**src/rtl/mem_pkg.sv**
```systemverilog
// rtl/mem_pkg.sv - shared constants and types for the cache/memory arbiter
package mem_pkg;

  localparam int ADDR_W_DEF  = 32;
  localparam int LINE_W_DEF  = 128;
  localparam int TIMEOUT_DEF = 255;

  // Wide enough for the largest legal TIMEOUT (1023)
  localparam int CNT_W = 10;

  localparam logic [1:0] ST_IDLE   = 2'd0;
  localparam logic [1:0] ST_I_BUSY = 2'd1;
  localparam logic [1:0] ST_D_BUSY = 2'd2;

  localparam logic [1:0] GRANT_NONE = 2'b00;
  localparam logic [1:0] GRANT_I    = 2'b01;
  localparam logic [1:0] GRANT_D    = 2'b10;

  typedef enum logic {
    REQ_I = 1'b0,
    REQ_D = 1'b1
  } req_sel_e;

endpackage

```
**src/rtl/rr_pick2.sv**
```systemverilog
// rtl/rr_pick2.sv - two-way round-robin pick between I-cache and D-cache
module rr_pick2
  import mem_pkg::*;
(
  input  logic     req_i,
  input  logic     req_d,
  input  req_sel_e last_served,
  output logic     pick_i,
  output logic     pick_d
);

  // A lone requester wins; on conflict the side not served last wins
  always_comb begin
    pick_i = req_i;
    pick_d = req_d;
    if (req_i && req_d) begin
      pick_i = (last_served == REQ_D);
      pick_d = (last_served == REQ_I);
    end
  end

endmodule

```
**src/rtl/mem_arbiter.sv**
```systemverilog
// rtl/mem_arbiter.sv - I/D cache line arbiter onto a single memory port
module mem_arbiter
  import mem_pkg::*;
#(
  parameter int ADDR_W  = ADDR_W_DEF,
  parameter int LINE_W  = LINE_W_DEF,
  parameter int TIMEOUT = TIMEOUT_DEF
) (
  input  logic              clk,
  input  logic              rst,
  input  logic              i_mem_r,
  input  logic [ADDR_W-1:0] i_mem_addr,
  output logic              i_mem_ready,
  output logic [LINE_W-1:0] i_mem_data,
  input  logic              d_mem_r,
  input  logic              d_mem_w,
  input  logic [ADDR_W-1:0] d_mem_addr,
  input  logic [LINE_W-1:0] d_mem_wdata,
  output logic              d_mem_ready,
  output logic [LINE_W-1:0] d_mem_data,
  output logic              mem_r,
  output logic              mem_w,
  output logic [ADDR_W-1:0] mem_addr,
  output logic [LINE_W-1:0] mem_wdata,
  input  logic              mem_ready,
  input  logic [LINE_W-1:0] mem_data,
  output logic [1:0]        grant,
  output logic              timeout_err
);

  // Counter value seen in the BUSY cycle where the wait limit is reached
  localparam logic [CNT_W-1:0] CNT_LAST = CNT_W'(TIMEOUT - 1);

  logic [1:0]        state_q, state_d;
  logic              mem_r_q, mem_r_d;
  logic              mem_w_q, mem_w_d;
  logic [ADDR_W-1:0] addr_q, addr_d;
  logic [LINE_W-1:0] wdata_q, wdata_d;
  logic [CNT_W-1:0]  cnt_q, cnt_d;
  req_sel_e          last_q, last_d;
  logic              pick_i, pick_d;
  logic              busy, expire;

  rr_pick2 u_rr_pick2 (
    .req_i       (i_mem_r),
    .req_d       (d_mem_r | d_mem_w),
    .last_served (last_q),
    .pick_i      (pick_i),
    .pick_d      (pick_d)
  );

  // Owner decode, completion/abort pulses and next-state selection
  always_comb begin
    state_d = state_q;
    mem_r_d = mem_r_q;
    mem_w_d = mem_w_q;
    addr_d  = addr_q;
    wdata_d = wdata_q;
    cnt_d   = cnt_q;
    last_d  = last_q;

    busy   = (state_q == ST_I_BUSY) || (state_q == ST_D_BUSY);
    expire = busy && !mem_ready && (cnt_q == CNT_LAST);

    i_mem_ready = (state_q == ST_I_BUSY) && mem_ready;
    d_mem_ready = (state_q == ST_D_BUSY) && mem_ready;
    timeout_err = expire;

    case (state_q)
      ST_IDLE: begin
        // Requests are only looked at here; the grant edge latches everything
        if (pick_i) begin
          state_d = ST_I_BUSY;
          addr_d  = i_mem_addr;
          mem_r_d = 1'b1;
          mem_w_d = 1'b0;
          wdata_d = '0;
          cnt_d   = '0;
          last_d  = REQ_I;
        end else if (pick_d) begin
          state_d = ST_D_BUSY;
          addr_d  = d_mem_addr;
          mem_r_d = d_mem_r;
          mem_w_d = d_mem_w;
          wdata_d = d_mem_w ? d_mem_wdata : '0;
          cnt_d   = '0;
          last_d  = REQ_D;
        end
      end
      ST_I_BUSY, ST_D_BUSY: begin
        // mem_ready on the limit cycle still wins over the abort
        if (mem_ready || expire) begin
          state_d = ST_IDLE;
          mem_r_d = 1'b0;
          mem_w_d = 1'b0;
        end else begin
          cnt_d = cnt_q + 1'b1;
        end
      end
      default: begin
        state_d = ST_IDLE;
        mem_r_d = 1'b0;
        mem_w_d = 1'b0;
      end
    endcase
  end

  // State and latched memory request registers
  always_ff @(posedge clk) begin
    if (rst) begin
      state_q <= ST_IDLE;
      mem_r_q <= 1'b0;
      mem_w_q <= 1'b0;
      addr_q  <= '0;
      wdata_q <= '0;
      cnt_q   <= '0;
      last_q  <= REQ_D;
    end else begin
      state_q <= state_d;
      mem_r_q <= mem_r_d;
      mem_w_q <= mem_w_d;
      addr_q  <= addr_d;
      wdata_q <= wdata_d;
      cnt_q   <= cnt_d;
      last_q  <= last_d;
    end
  end

  // Read line goes to both caches; each qualifies it with its own ready
  always_comb begin
    i_mem_data = mem_data;
    d_mem_data = mem_data;
    mem_r      = mem_r_q;
    mem_w      = mem_w_q;
    mem_addr   = addr_q;
    mem_wdata  = wdata_q;
    grant      = (state_q == ST_I_BUSY) ? GRANT_I :
                 (state_q == ST_D_BUSY) ? GRANT_D : GRANT_NONE;
  end

endmodule

```
**config.mk**
```make
export PLATFORM = sky130hd
export DESIGN_NAME = mem_arbiter
export DESIGN_NICKNAME = d
export VERILOG_FILES = /design/src/rtl/mem_pkg.sv /design/src/rtl/rr_pick2.sv /design/src/rtl/mem_arbiter.sv
export SDC_FILE = /design/constraint.sdc
export NUM_CORES = 1
export LEC_CHECK = 0
export CORE_AREA = 2 2 290 292
export DETAILED_ROUTE_END_ITERATION = 6
export DIE_AREA = 0 0 292 294
export SETUP_SLACK_MARGIN = 0.02
export SYNTH_ARGS = -nofsm -noshare
export SYNTH_HDL_FRONTEND = slang
export SYNTH_HIERARCHICAL = 1
export SYNTH_SLANG_ARGS = --single-unit
```
**constraint.sdc**
```tcl
create_clock -name clk -period 4.7 [get_ports clk]
set_input_delay 0.94 -clock clk [delete_from_list [all_inputs] [get_ports clk]]
set_output_delay 0.94 -clock clk [all_outputs]
set_load 0.1 [all_outputs]
```
Word-level counts from Yosys, hierarchy flattened
Cells that the tools add are included.

cells by class
  add/subtract/negate cells = 1
  $mul = 0
  divide/modulo/power cells = 0
  $lt $le $gt $ge = 0
  equality and inequality tests = 6
  shift operators = 0
  muxes and demuxes = 26
  bitwise gates (word level) = 2
  reduce and logical (&&, ||, !) cells = 15

operator list
  operator               number
  $mux 128               3
  $mux 32                2
  $mux 10                3
  $pmux 10 s2            1
  $add 10x1->10 const B  1
  $eq 10x8->1 const B    1
  $mux 2                 5
  $mux 1                 9
  $logic_and 1x1->1      5
  $ne 2x2->1 const B     2
  $pmux 1 s2             2
  $pmux 2 s2             1
  $reduce_and 2->1       2
  $reduce_bool 2->1      2
  $ne 3x3->1 const B     1
  $reduce_and 3->1       1
  $eq 2x1->1 const B     1
  $eq 2x2->1 const B     1
  $logic_not 2->1        1
  $logic_or 1x1->1       2
  $reduce_or 2->1        1
  $logic_not 1->1        1
  $not 1->1              1
  $or 1x1->1             1

word-level totals
  flip-flop bits (word level) = 175
  latch bits = 0
  bits in writable memories = 0
  ROM bits = 0
  bits of input ports = 326
  output and inout bits = 423
  logic and storage cells = 57
  memories = 0

Longest topological paths before layout
Gate-level depths: netlist of run 1.

  depth after elaboration = 7
  gate-level depth with buffers = 8

By module
The synthesis of run 1 kept the hierarchy.

by module, submodules not included
  module       instances  cells an instance  area each (µm²)  sequential area each (µm²)
  mem_arbiter  1          1073               8770.9           3503.4
  rr_pick2     1          3                  18.8             0.0

Worst setup path after synthesis of run 1
Ideal clock, no wire load.

  path kind = flip-flop to output port
  start point = reg state_q[1]
  end point = out timeout_err
  data arrival time = 2326 ps
  data required time = 3760 ps
  slack = 1434 ps
  cell stages (with the launch flop) = 6
  path buffers = 1
  cell sequence = dfxtp_1 > inv_1 > ha_1 > clkbuf_1 > nand4_1 > nor2_1

between the ends
  longest elaborated chain between the ends = 4
  elaborated cells between the ends (all ways) = 5
  classes of those cells = eq/ne: 2; reduce/logical: 3

RTL lines
  element                                          RTL line            RTL
  from (decl)                                      mem_arbiter.sv:34   logic [1:0] state_q, state_d;
  from (signal assigned)                           mem_arbiter.sv:119  state_q <= state_d;
  $eq 2x1->1 / $eq 2x2->1 (equally long branches)  mem_arbiter.sv:62   busy = (state_q == ST_I_BUSY) || (state_q == ST_D_BUSY);
  $logic_or 1x1->1 *                               mem_arbiter.sv:62
  $logic_and 1x1->1 * (2 in a row)                 mem_arbiter.sv:63   expire = busy && !mem_ready && (cnt_q == CNT_LAST);
  to (decl)                                        mem_arbiter.sv:28   output logic timeout_err

Mark *: on every way between the ends. The rest lies on a longest branch, timed or not.

Worst setup path in the final report of run 1
  start point = reg state_q[1]
  end point = out grant[0]

between the ends
  longest elaborated chain between the ends = 2

RTL lines
  element     RTL line            RTL
  $eq 2x1->1  mem_arbiter.sv:137  grant = (state_q == ST_I_BUSY) ? GRANT_I :
  $mux 2      mem_arbiter.sv:137
  to (decl)   mem_arbiter.sv:27   output logic [1:0] grant,

Every way passes these cells.

==> results by group, run 1 <==
Global routing
  – Gr ovfl total: 0
  – Largest net degree at the start of global routing: between 100 and 150
  – Vias in the first global route: 7143
  – First-pass GRT wire length: about 47 mm
  – Gr usage total: around 7.6%
  – Antenna violations before repair: 3

Timing
  – Slew Viols, Final: 0
  – Max-Slew Margin vs Limit: between 20% and 30%
  – Max Clk Rate: between 0.3 and 0.4 GHz
  – Worst Max-Slew Pin Slew: around 1.1 ns
  – Final setup viols: 0
  – Final Cycle Share: roughly two thirds
  – RSZ-0062 raised after global routing: no
  – Clk_skew: ~0.019 ns
  – Fin crit period: 3.22 ns
  – Setup_tns: 0 ns
  – Final Hold Viols: 0

Clock tree
  – CTS tree: built
  – CTS Buf Count: 17
  – Worst-case clock buffer depth: 2
  – Root buf cell: clkbuf_16
  – H-tree levels: 4
  – Clock transition at path regs: 0.07 ns
  – Postcts setup bufs: 0
  – Clk sinks: around 180
  – Skew-Pair Late Insertion Delay: around 0.5 ns
  – CTS Hold Bufs: 0
  – CTS resizes: 0

Floorplanning
  – Die Ht: around 290 um
  – Die area: 85800 um2
  – Area of the core: 82900 um2
  – Number of I/O pins: about 750
  – Num rows: approximately 110
  – Die Width: between 200 and 300 um
  – Initial Util: 10.6%

Synthesis
  – Main combinational cell family by area after synthesis: buffers and inverters
  – Register area share after synthesis: ~40%
  – Leading post-synthesis cells by cell area: dfxtp_1 40%, buf_4 22%, a21oi_1 8.1%
  – Synth Flop Type: dfxtp_1
  – Post-synth EDFFs: 0
  – Ys async rst share: 0%
  – Post-synthesis cell count: about 1100
  – Post-synthesis mux area share: 3.76%
  – Mean Syn Cell Area: 8.17 um2
  – Synth warn: 6
  – Post-synth net total: approximately 1400
  – Count leader, synth: buf_4
  – Area fraction of the dominant cell type after synthesis: 39.9%
  – Synth cell count leaders: 257 x buf_4, 175 x dfxtp_1, 142 x a21oi_1
  – Post-Synth XOR/XNOR Area: 0%
  – Simple-gate portion of the synthesized area: around 17%
  – Post-synth cell types: 39
  – Compound-Gate Fraction of Synth Area: 12.8%
  – Post-synth top area cell: dfxtp_1
  – Post-Synth Adder-Cell Area: 0.854%
  – Synthesized area: roughly 9000 um2
  – Synth Register Bits: 175

Critical path
  – Critical path data required time: around 3.8 ns
  – Critical path class: register to output port
  – Crit path max-delay family: buffers and inverters
  – Slowest-stage cell, CP: clkdlybuf4s50_1
  – Worst Path Arrival: around 2.3 ns
  – Worst setup EP type: output port
  – CP peak stage delay: 1.19 ns
  – Crit path buf inv count: 2
  – Crit-path cells: inv_1 -> ha_1 -> clkdlybuf4s50_1
  – CP startpoint kind: register
  – Max FO, Critical Path: 4

Outcome
  – Run status: finished, final reports clean

Cells and area
  – Share of cells above drive strength 1: 5.38%
  – Number of diodes: 0
  – Finished Layout Cells: ~2200
  – Area Overhead vs Synth: 39.6%
  – Area occupied by multi-input gates: approximately 3000 um2
  – NumNets Final: 1471
  – Register Area: 3500 um2
  – Fillers: 9378

Placement
  – I/O Buffers: 364
  – Dpl cells: 2200
  – Placer Congestion: around 0.73
  – HPWL Detailed: approximately 23 mm

Pwr
  – Pwr Density: around 420 nW/um2
  – Leakage: between 0.003 and 0.004 uW
  – Max VDD drop: between 0.0002 and 0.0003 V

Drt
  – Drt drc: 0
  – Number of routed nets with antenna violations: 0
  – Iter 0 DRT Violations: around 280
  – Avg WL per Cell: roughly 15 um
  – Vias/cell: around 3.3
  – Vias: between 7000 and 8000
  – Drt first pass iters: 4
  – Wirelength, routed: roughly 33 mm

Flow run
  – MaxCap Viol Count: 0

Hold path
  – Hold Path Class: register to register
[sequential cells by signal, summed over array words and instances, names as in the netlist]
name       flops
mem_wdata    128
mem_addr      32
cnt_q         10
state_q        2
last_q         1
mem_r          1
mem_w          1
[final cells by class]
class / instances / area share [%]
sequential: 175 / 28.5
clock inverter: 13 / 1.06
clock buffer: 19 / 3.53
timing repair buffer: 377 / 30.9
tap: 1080 / 11.0
multi-input combinational: 562 / 24.8
inverter: 6 / 0.184
[final timing paths]
kind	from	endpoint	slack [ns]	depth (start not counted)
setup / recovery	state_q[1]	grant[0]	1.48	3
hold / removal	mem_wdata[61]	mem_wdata[61]	0.45	2
setup reg to reg	state_q[0]	cnt_q[2]	2.43	6
hold reg to reg	mem_wdata[61]	mem_wdata[61]	0.45	2
[routing by layer]
layer	up-vias	global-route usage (%)	wire, um
met4	8	6.07	2290
li1	3489	-	-
met5	-	0.737	105
met3	125	5.26	4670
met2	482	10.3	13500
met1	3263	7.98	12700
[report_power, final]
part	switching (uW)	internal [uW]	total (uW)	leakage [uW]
combinational	1450	528	1980	0.00225
clock	724	739	1460	0.000260
sequential	72.1	1610	1680	0.00143
[cells by family (layout without fill, tap and decap cells)]
family                   Yosys count  after routing
multiplexers                      33             33
adder cells (fa/ha/maj)            6              6
AND/OR/NAND/NOR                  327            327
buffers and inverters            339            415
AO/OA/AOI/OAI                    196            196
flip-flops                       175            175
[worst reg2reg max path, delay by kind of cell, from the launching register on]
family          cells  cell delay (ns)
compound gates      2             0.70
simple gates        2             0.61
fa+ha+maj           1             0.41
flops               1             0.32
buf+inv             1             0.12
[stage by stage]
step           power [uW]  cell area, um2  util (%)  setup slack (ns)  hold slack [ns]
2_1_floorplan        4110            8790         -              1.43            0.438
3_3_place_gp         3720           11700      14.1              1.24            0.437
3_5_place_dp         3720           11700      14.1              1.21            0.443
4_1_cts              5260           12300      14.8              1.41            0.452
5_1_grt              5400           12300      14.8              1.36            0.470
6_report             5130           12300      14.8              1.48            0.449
[cells in the final DEF (no fill, tap or decap), drive strengths merged, types with 2 or more instances in the layout]
master,instances
a21boi,2
inv,11
buf,21
mux2i,33
a211oi,35
nor2,36
o21ai,2
clkinvlp,5
dfxtp,175
nand3,132
or2,3
clkdlybuf4s50,356
ha,6
clkinv,2
and4,3
a21oi,142
or4,4
nand2b,3
nor4,2
nand2,134
and2,2
o31ai,5
nand4,4
clkbuf,19
Power figures use the tool's default switching activity.
==> run 2, diff against run 1 <==
==> constraint.sdc (replaced) <==
create_clock -name clk -period 3.21 [get_ports clk]
set_input_delay 0.642 -clock clk [delete_from_list [all_inputs] [get_ports clk]]
set_output_delay 0.642 -clock clk [all_outputs]
set_load 0.1 [all_outputs]
==> results by group, run 2 (synthesis gave the netlist of run 1 again) <==
Outcome
  – Run status: finished, final reports clean (unchanged)

Clock tree
  – CTS Buf Count: 17 (unchanged)
  – CTS Hold Bufs: 0 (unchanged)
  – H-tree levels: 4 (unchanged)
  – Worst-case clock buffer depth: 2 (unchanged)
  – Skew-Pair Late Insertion Delay: 0.51 ns (was 0.50 ns)
  – Postcts setup bufs: 0 (unchanged)
  – Clock transition at path regs: 0.08 ns (was 0.07 ns)
  – CTS resizes: 0 (unchanged)
  – CTS tree: built (unchanged)
  – Clk sinks: 175 (unchanged)
  – Root buf cell: clkbuf_16 (unchanged)

Cells and area
  – Share of cells above drive strength 1: 20.6% (was 5.38%)
  – Number of diodes: 0 (unchanged)
  – Max reg flops: 128 (unchanged)
  – NumNets Final: 1491 (was 1471)
  – Commonest cells after routing, fill and taps aside: 196 x clkdlybuf4s50_1, 187 x buf_4, 175 x dfxtp_1 (was 356 x clkdlybuf4s50_1, 175 x dfxtp_1, 142 x a21oi_1)
  – Area Overhead vs Synth: 38.2% (was 39.6%)
  – Commonest non-fill, non-tap cell in the layout: clkdlybuf4s50_1 (unchanged)
  – Fillers: 9396 (was 9378)

Timing
  – Worst Max-Slew Pin Slew: 0.737 ns (was 1.09 ns)
  – Fin crit period: around 2.7 ns
  – Slew Viols, Final: 0 (unchanged)
  – Clk_skew: 0.0279 ns (was 0.0194 ns)
  – Max Clk Rate: 0.374 GHz
  – Setup_tns: 0 ns (unchanged)
  – Max-Slew Margin vs Limit: 50.8% (was 27.0%)
  – Final Hold Viols: 0 (unchanged)
  – RSZ-0062 raised after global routing: no (unchanged)
  – Final Cycle Share: a little over four fifths
  – Final setup viols: 0 (unchanged)

Global routing
  – Vias in the first global route: 7332 (was 7143)
  – Antenna violations before repair: 4 (was 3)
  – First-pass GRT wire length: 47.9 mm (was 47.4 mm)
  – Gr usage total: 7.65% (was 7.60%)
  – Largest net degree at the start of global routing: 75 (was 130)
  – Gr ovfl total: 0 (unchanged)

Drt
  – Drt first pass iters: 4 (unchanged)
  – Wirelength, routed: 33.3 mm (about the same)
  – Vias/cell: 3.31 (was 3.30)
  – Drt drc: 0 (unchanged)
  – Vias: 7460 (was 7367)
  – Iter 0 DRT Violations: 336 (was 275)
  – Number of routed nets with antenna violations: 0 (unchanged)
  – Avg WL per Cell: 14.8 um (was 14.9 um)

Pwr
  – Pwr Density: 630 nW/um2 (was 418 nW/um2)
  – Switching Share: 43.2% (was 43.8%)
  – Sequential share of power: 32.2% (was 32.8%)
  – Design Power: 7660 uW (was 5130 uW)
  – Combinational share of power: 39.0% (was 38.6%)
  – Cell Int Power: 4350 uW (was 2880 uW)
  – Net Sw Power: 3300 uW (was 2250 uW)
  – Share of total power in the clock network: 28.9% (was 28.5%)
  – Max VDD drop: 0.000391 V (was 0.000275 V)
  – Leakage: 0.00439 uW (was 0.00394 uW)

Floorplanning
  – Die Ht: 294 um (unchanged)
  – Die Width: 292 um (unchanged)
  – Die area: 85800 um2 (unchanged)
  – Number of I/O pins: 749 (unchanged)
  – Initial Util: 10.6% (unchanged)
  – Num rows: 106 (unchanged)
  – Area of the core: 82900 um2 (unchanged)

Placement
  – I/O Buffers: 364 (unchanged)
  – HPWL Detailed: 24.6 mm (was 23.4 mm)
  – Placer Congestion: 0.750 (was 0.730)

Hold path
  – Hold Path Class: register to register (unchanged)

Critical path
  – CP startpoint kind: register (unchanged)
  – Worst Path Arrival: 2.03 ns (was 2.28 ns)
  – Worst setup EP type: output port (unchanged)
  – Worst Setup SP: state_q[1] (unchanged)
  – Critical path class: register to output port (unchanged)
  – R2R Path Start: state_q[0] (unchanged)
  – Critical path data required time: 2.57 ns (was 3.76 ns)
  – Flop2flop setup slack: 1.02 ns (was 2.43 ns)
  – Max FO, Critical Path: 8 (was 4)
  – Critical path endpoint: timeout_err (was grant[0])
  – R2R cell count: 7 (was 6)
  – R2r endpoint: cnt_q[2] (unchanged)

Flow run
  – MaxCap Viol Count: 0 (unchanged)
run 2: area by class of cell:
| class | instances | area, um2 | share of cell area, % |
|---|---|---|---|
| tap | 1080 | 1350 | 11.1 |
| multi-input combinational | 562 | 3050 | 25.1 |
| inverter | 6 | 22.5 | 0.185 |
| timing repair buffer | 397 | 3640 | 29.9 |
| sequential | 175 | 3500 | 28.8 |
| clock inverter | 12 | 150 | 1.24 |
| clock buffer | 20 | 437 | 3.59 |
run 2: how the worst min path moves through the flow:
| stage | start | end | slack, ns | depth (start not counted) |
|---|---|---|---|---|
| final | mem_wdata[73] | mem_wdata[73] | 0.45 | 2 |
| after global routing | mem_wdata[73] | mem_wdata[73] | 0.47 | 2 |
| after CTS | mem_wdata[58] | mem_wdata[58] | 0.45 | 2 |
| after detailed placement | mem_wdata[12] | mem_wdata[12] | 0.44 | 2 |
| after global placement | mem_wdata[88] | mem_wdata[88] | 0.44 | 2 |
| after floorplan | cnt_q[7] | cnt_q[7] | 0.44 | 2 |
run 2: worst max-delay path, cell delays in order, from the launching register on:
cell	delay, ns
dfxtp_1	0.40
inv_1	0.08
ha_1	0.43
nand4_1	0.21
nor2_1	0.13
buf_4	0.30
run 2: metal layers:
layer / GRT usage (%) / part of all wire, % / vias up
li1: - / - / 3535
met1: 8.20 / 39 / 3345
met2: 10.3 / 41 / 453
met3: 4.58 / 13 / 125
met4: 7.02 / 7.0 / 2
met5: 0.737 / 0.19 / -
run 2: stage by stage:
stage                     setup slack [ns]  hold WS [ns]  cell area (um2)  util (%)  cells
final                                0.539         0.451            12100      14.7   2252
after global routing                 0.337         0.468            12100      14.7   2252
after CTS                            0.428         0.453            12100      14.7   2252
after detailed placement             0.239         0.444            11600      13.9   2220
after global placement               0.253         0.439            11600      13.9   2220
after floorplan                      0.242         0.438             8790         -   1076
run 2: power groups by stage:
stage / clock, uW / sequential (uW) / combinational, uW
finish: 2210 / 2460 / 2980
global route: 2390 / 2490 / 3150
CTS: 2340 / 2460 / 3020
detailed placement: 0 / 2510 / 3010
global placement: 0 / 2510 / 3010
floorplan: 0 / 3740 / 2280
==> run 3, diff against run 2 <==
==> constraint.sdc (replaced) <==
create_clock -name clk -period 2.65 [get_ports clk]
set_input_delay 0.53 -clock clk [delete_from_list [all_inputs] [get_ports clk]]
set_output_delay 0.53 -clock clk [all_outputs]
set_load 0.1 [all_outputs]
==> results by group, run 3 (synthesis gave the netlist of run 1 again) <==
Pwr
  – Leakage: 0.00442 uW (was 0.00439 uW)
  – Combinational share of power: 39.6% (was 39.0%)
  – Pwr Density: 759 nW/um2 (was 630 nW/um2)
  – Switching Share: 44.3% (was 43.2%)
  – Max VDD drop: 0.000456 V (was 0.000391 V)
  – Sequential share of power: 32.1% (was 32.2%)
  – Net Sw Power: 4120 uW (was 3300 uW)
  – Cell Int Power: 5170 uW (was 4350 uW)
  – Share of total power in the clock network: 28.2% (was 28.9%)

Placement
  – Placer Congestion: 0.744 (was 0.750)
  – HPWL Detailed: 25.1 mm (was 24.6 mm)
  – Post-placement setup slack: -0.164 ns (was 0.239 ns)
  – I/O Buffers: 364 (unchanged)

Cells and area
  – Fillers: 9408 (was 9396)
  – Commonest cells after routing, fill and taps aside: 196 x clkdlybuf4s50_1, 185 x buf_4, 175 x dfxtp_1 (was 196 x clkdlybuf4s50_1, 187 x buf_4, 175 x dfxtp_1)
  – Share of cells above drive strength 1: 21.2% (was 20.6%)
  – Commonest non-fill, non-tap cell in the layout: clkdlybuf4s50_1 (unchanged)
  – Core Util, Final: 14.8% (was 14.7%)
  – NumNets Final: 1495 (was 1491)
  – Register Area: 3500 um2 (unchanged)
  – Area occupied by multi-input gates: 3050 um2 (about the same)
  – Max reg flops: 128 (unchanged)
  – Area Overhead vs Synth: 39.2% (was 38.2%)

Critical path
  – CP startpoint kind: register (unchanged)
  – Crit-path cells: inv_1 -> ha_2 -> nand4_1 -> nor2_2 -> buf_12 (was inv_1 -> ha_1 -> nand4_1 -> nor2_1 -> buf_4)
  – Crit path buf inv count: 2 (unchanged)
  – R2R cell count: 7 (unchanged)
  – Flop2flop setup slack: 0.69 ns (was 1.02 ns)
  – Crit path max-delay family: flip-flops (was adder cells)
  – Slowest-stage cell, CP: dfxtp_1 (was ha_1)
  – Critical path data required time: 2.12 ns (was 2.57 ns)
  – CP peak stage delay: 0.41 ns (was 0.43 ns)
  – Critical path depth: 5 (unchanged)
  – Worst Path Arrival: 1.92 ns (was 2.03 ns)
  – Max FO, Critical Path: 8 (unchanged)
  – R2R Path Start: state_q[1] (was state_q[0])
  – Critical path class: register to output port (unchanged)
  – Worst setup EP type: output port (unchanged)
  – Critical path endpoint: timeout_err (unchanged)
  – Worst Setup SP: state_q[1] (unchanged)
  – R2r endpoint: cnt_q[6] (was cnt_q[2])

Timing
  – RSZ-0062 raised after global routing: no (unchanged)
  – Slew Viols, Final: 0 (unchanged)
  – Final Cycle Share: between 90 and 100%
  – Max-Slew Margin vs Limit: 62.2% (was 50.8%)
  – Final setup viols: 0 (unchanged)
  – Clk_skew: 0.0253 ns (was 0.0279 ns)
  – Final Hold Viols: 0 (unchanged)
  – Max Clk Rate: a little over 0.4 GHz
  – Setup_tns: 0 ns (unchanged)
  – Hold_ws: 0.390 ns (was 0.451 ns)
  – Worst Max-Slew Pin Slew: 0.567 ns (was 0.737 ns)
  – Fin crit period: about 2.4 ns
  – Worst Slack Setup Final: 0.203 ns (was 0.539 ns)

Global routing
  – Antenna violations before repair: 6 (was 4)
  – Largest net degree at the start of global routing: 82 (was 75)
  – First-pass GRT wire length: 48.4 mm (was 47.9 mm)
  – Gr usage total: 7.83% (was 7.65%)
  – Grt met1 use: 7.98% (was 8.20%)
  – Vias in the first global route: 7244 (was 7332)
  – Gr ovfl total: 0 (unchanged)
  – Global route hottest layer: met2 (unchanged)
  – Met3 Use GR: 6.02% (was 4.58%)
  – Met2 Use GR: 10.2% (was 10.3%)

Hold path
  – Hold Path Class: input port to register (was register to register)

Drt
  – Wirelength, routed: 34.3 mm (was 33.3 mm)
  – Avg WL per Cell: 15.2 um (was 14.8 um)
  – Drt drc: 0 (unchanged)
  – Vias: 7479 (was 7460)
  – Vias/cell: 3.31 (about the same)
  – Iter 0 DRT Violations: 286 (was 336)
  – Drt first pass iters: 4 (unchanged)
  – Number of routed nets with antenna violations: 0 (unchanged)

Floorplanning
  – Die Ht: 294 um (unchanged)
  – Initial Util: 10.6% (unchanged)
  – Die Width: 292 um (unchanged)
  – Num rows: 106 (unchanged)
  – Area of the core: 82900 um2 (unchanged)
  – Number of I/O pins: 749 (unchanged)
  – Die area: 85800 um2 (unchanged)

Outcome
  – Run status: finished, final reports clean (unchanged)

Clock tree
  – H-tree levels: 4 (unchanged)
  – Skew-Pair Late Insertion Delay: 0.50 ns (was 0.51 ns)
  – Clock transition at path regs: 0.09 ns (was 0.08 ns)
  – Root buf cell: clkbuf_16 (unchanged)
  – CTS tree: built (unchanged)
  – Clk sinks: 175 (unchanged)
  – CTS Buf Count: 17 (unchanged)
  – Worst-case clock buffer depth: 2 (unchanged)

Flow run
  – MaxCap Viol Count: 0 (unchanged)
run 3: stage by stage:
step / total power (uW) / cells / cell area, um2
5_1_grt: 9790 / 2256 / 12200
3_3_place_gp: 6760 / 2223 / 11700
3_5_place_dp: 6770 / 2223 / 11700
2_1_floorplan: 7300 / 1076 / 8790
6_report: 9290 / 2257 / 12200
4_1_cts: 9560 / 2255 / 12200
run 3: layer usage:
layer  wire length, um  vias up
met3              5620      136
met2             13600      437
met1             12300     3357
met4              2720        8
li1                  -     3541
met5                49        -
run 3: power groups by stage:
stage	combinational (uW)	sequential [uW]	clock, uW
finish	3680	2990	2620
global route	3900	3020	2880
CTS	3740	2990	2840
detailed placement	3730	3040	0
global placement	3720	3040	0
floorplan	2760	4540	0
run 3: final cells by class:
cell class | instances | area share, %
Sequential cell | 175 | 28.6
Tap cell | 1080 | 11.0
Clock inverter | 13 | 0.972
Antenna cell | 1 | 0.0205
Multi-Input combinational cell | 562 | 24.9
Clock buffer | 19 | 3.62
Inverter | 6 | 0.184
Timing Repair Buffer | 401 | 30.6
run 3: worst min-delay path by stage:
stage                         from              to  slack [ns]  cells past startpoint
finish                         rst  mem_wdata[126]        0.39                      2
global route                   rst  mem_wdata[126]        0.35                      2
CTS                            rst  mem_wdata[126]        0.31                      2
detailed placement  mem_wdata[124]  mem_wdata[124]        0.44                      2
global placement     mem_wdata[72]   mem_wdata[72]        0.44                      2
floorplan                 cnt_q[7]        cnt_q[7]        0.44                      2
run 3: what timing repair did:
item                                    CTS  global route
hold buffers                              0             0
buffers inserted                          0             1
endpoints found under the setup margin    1             1
gates resized for setup                   1             0
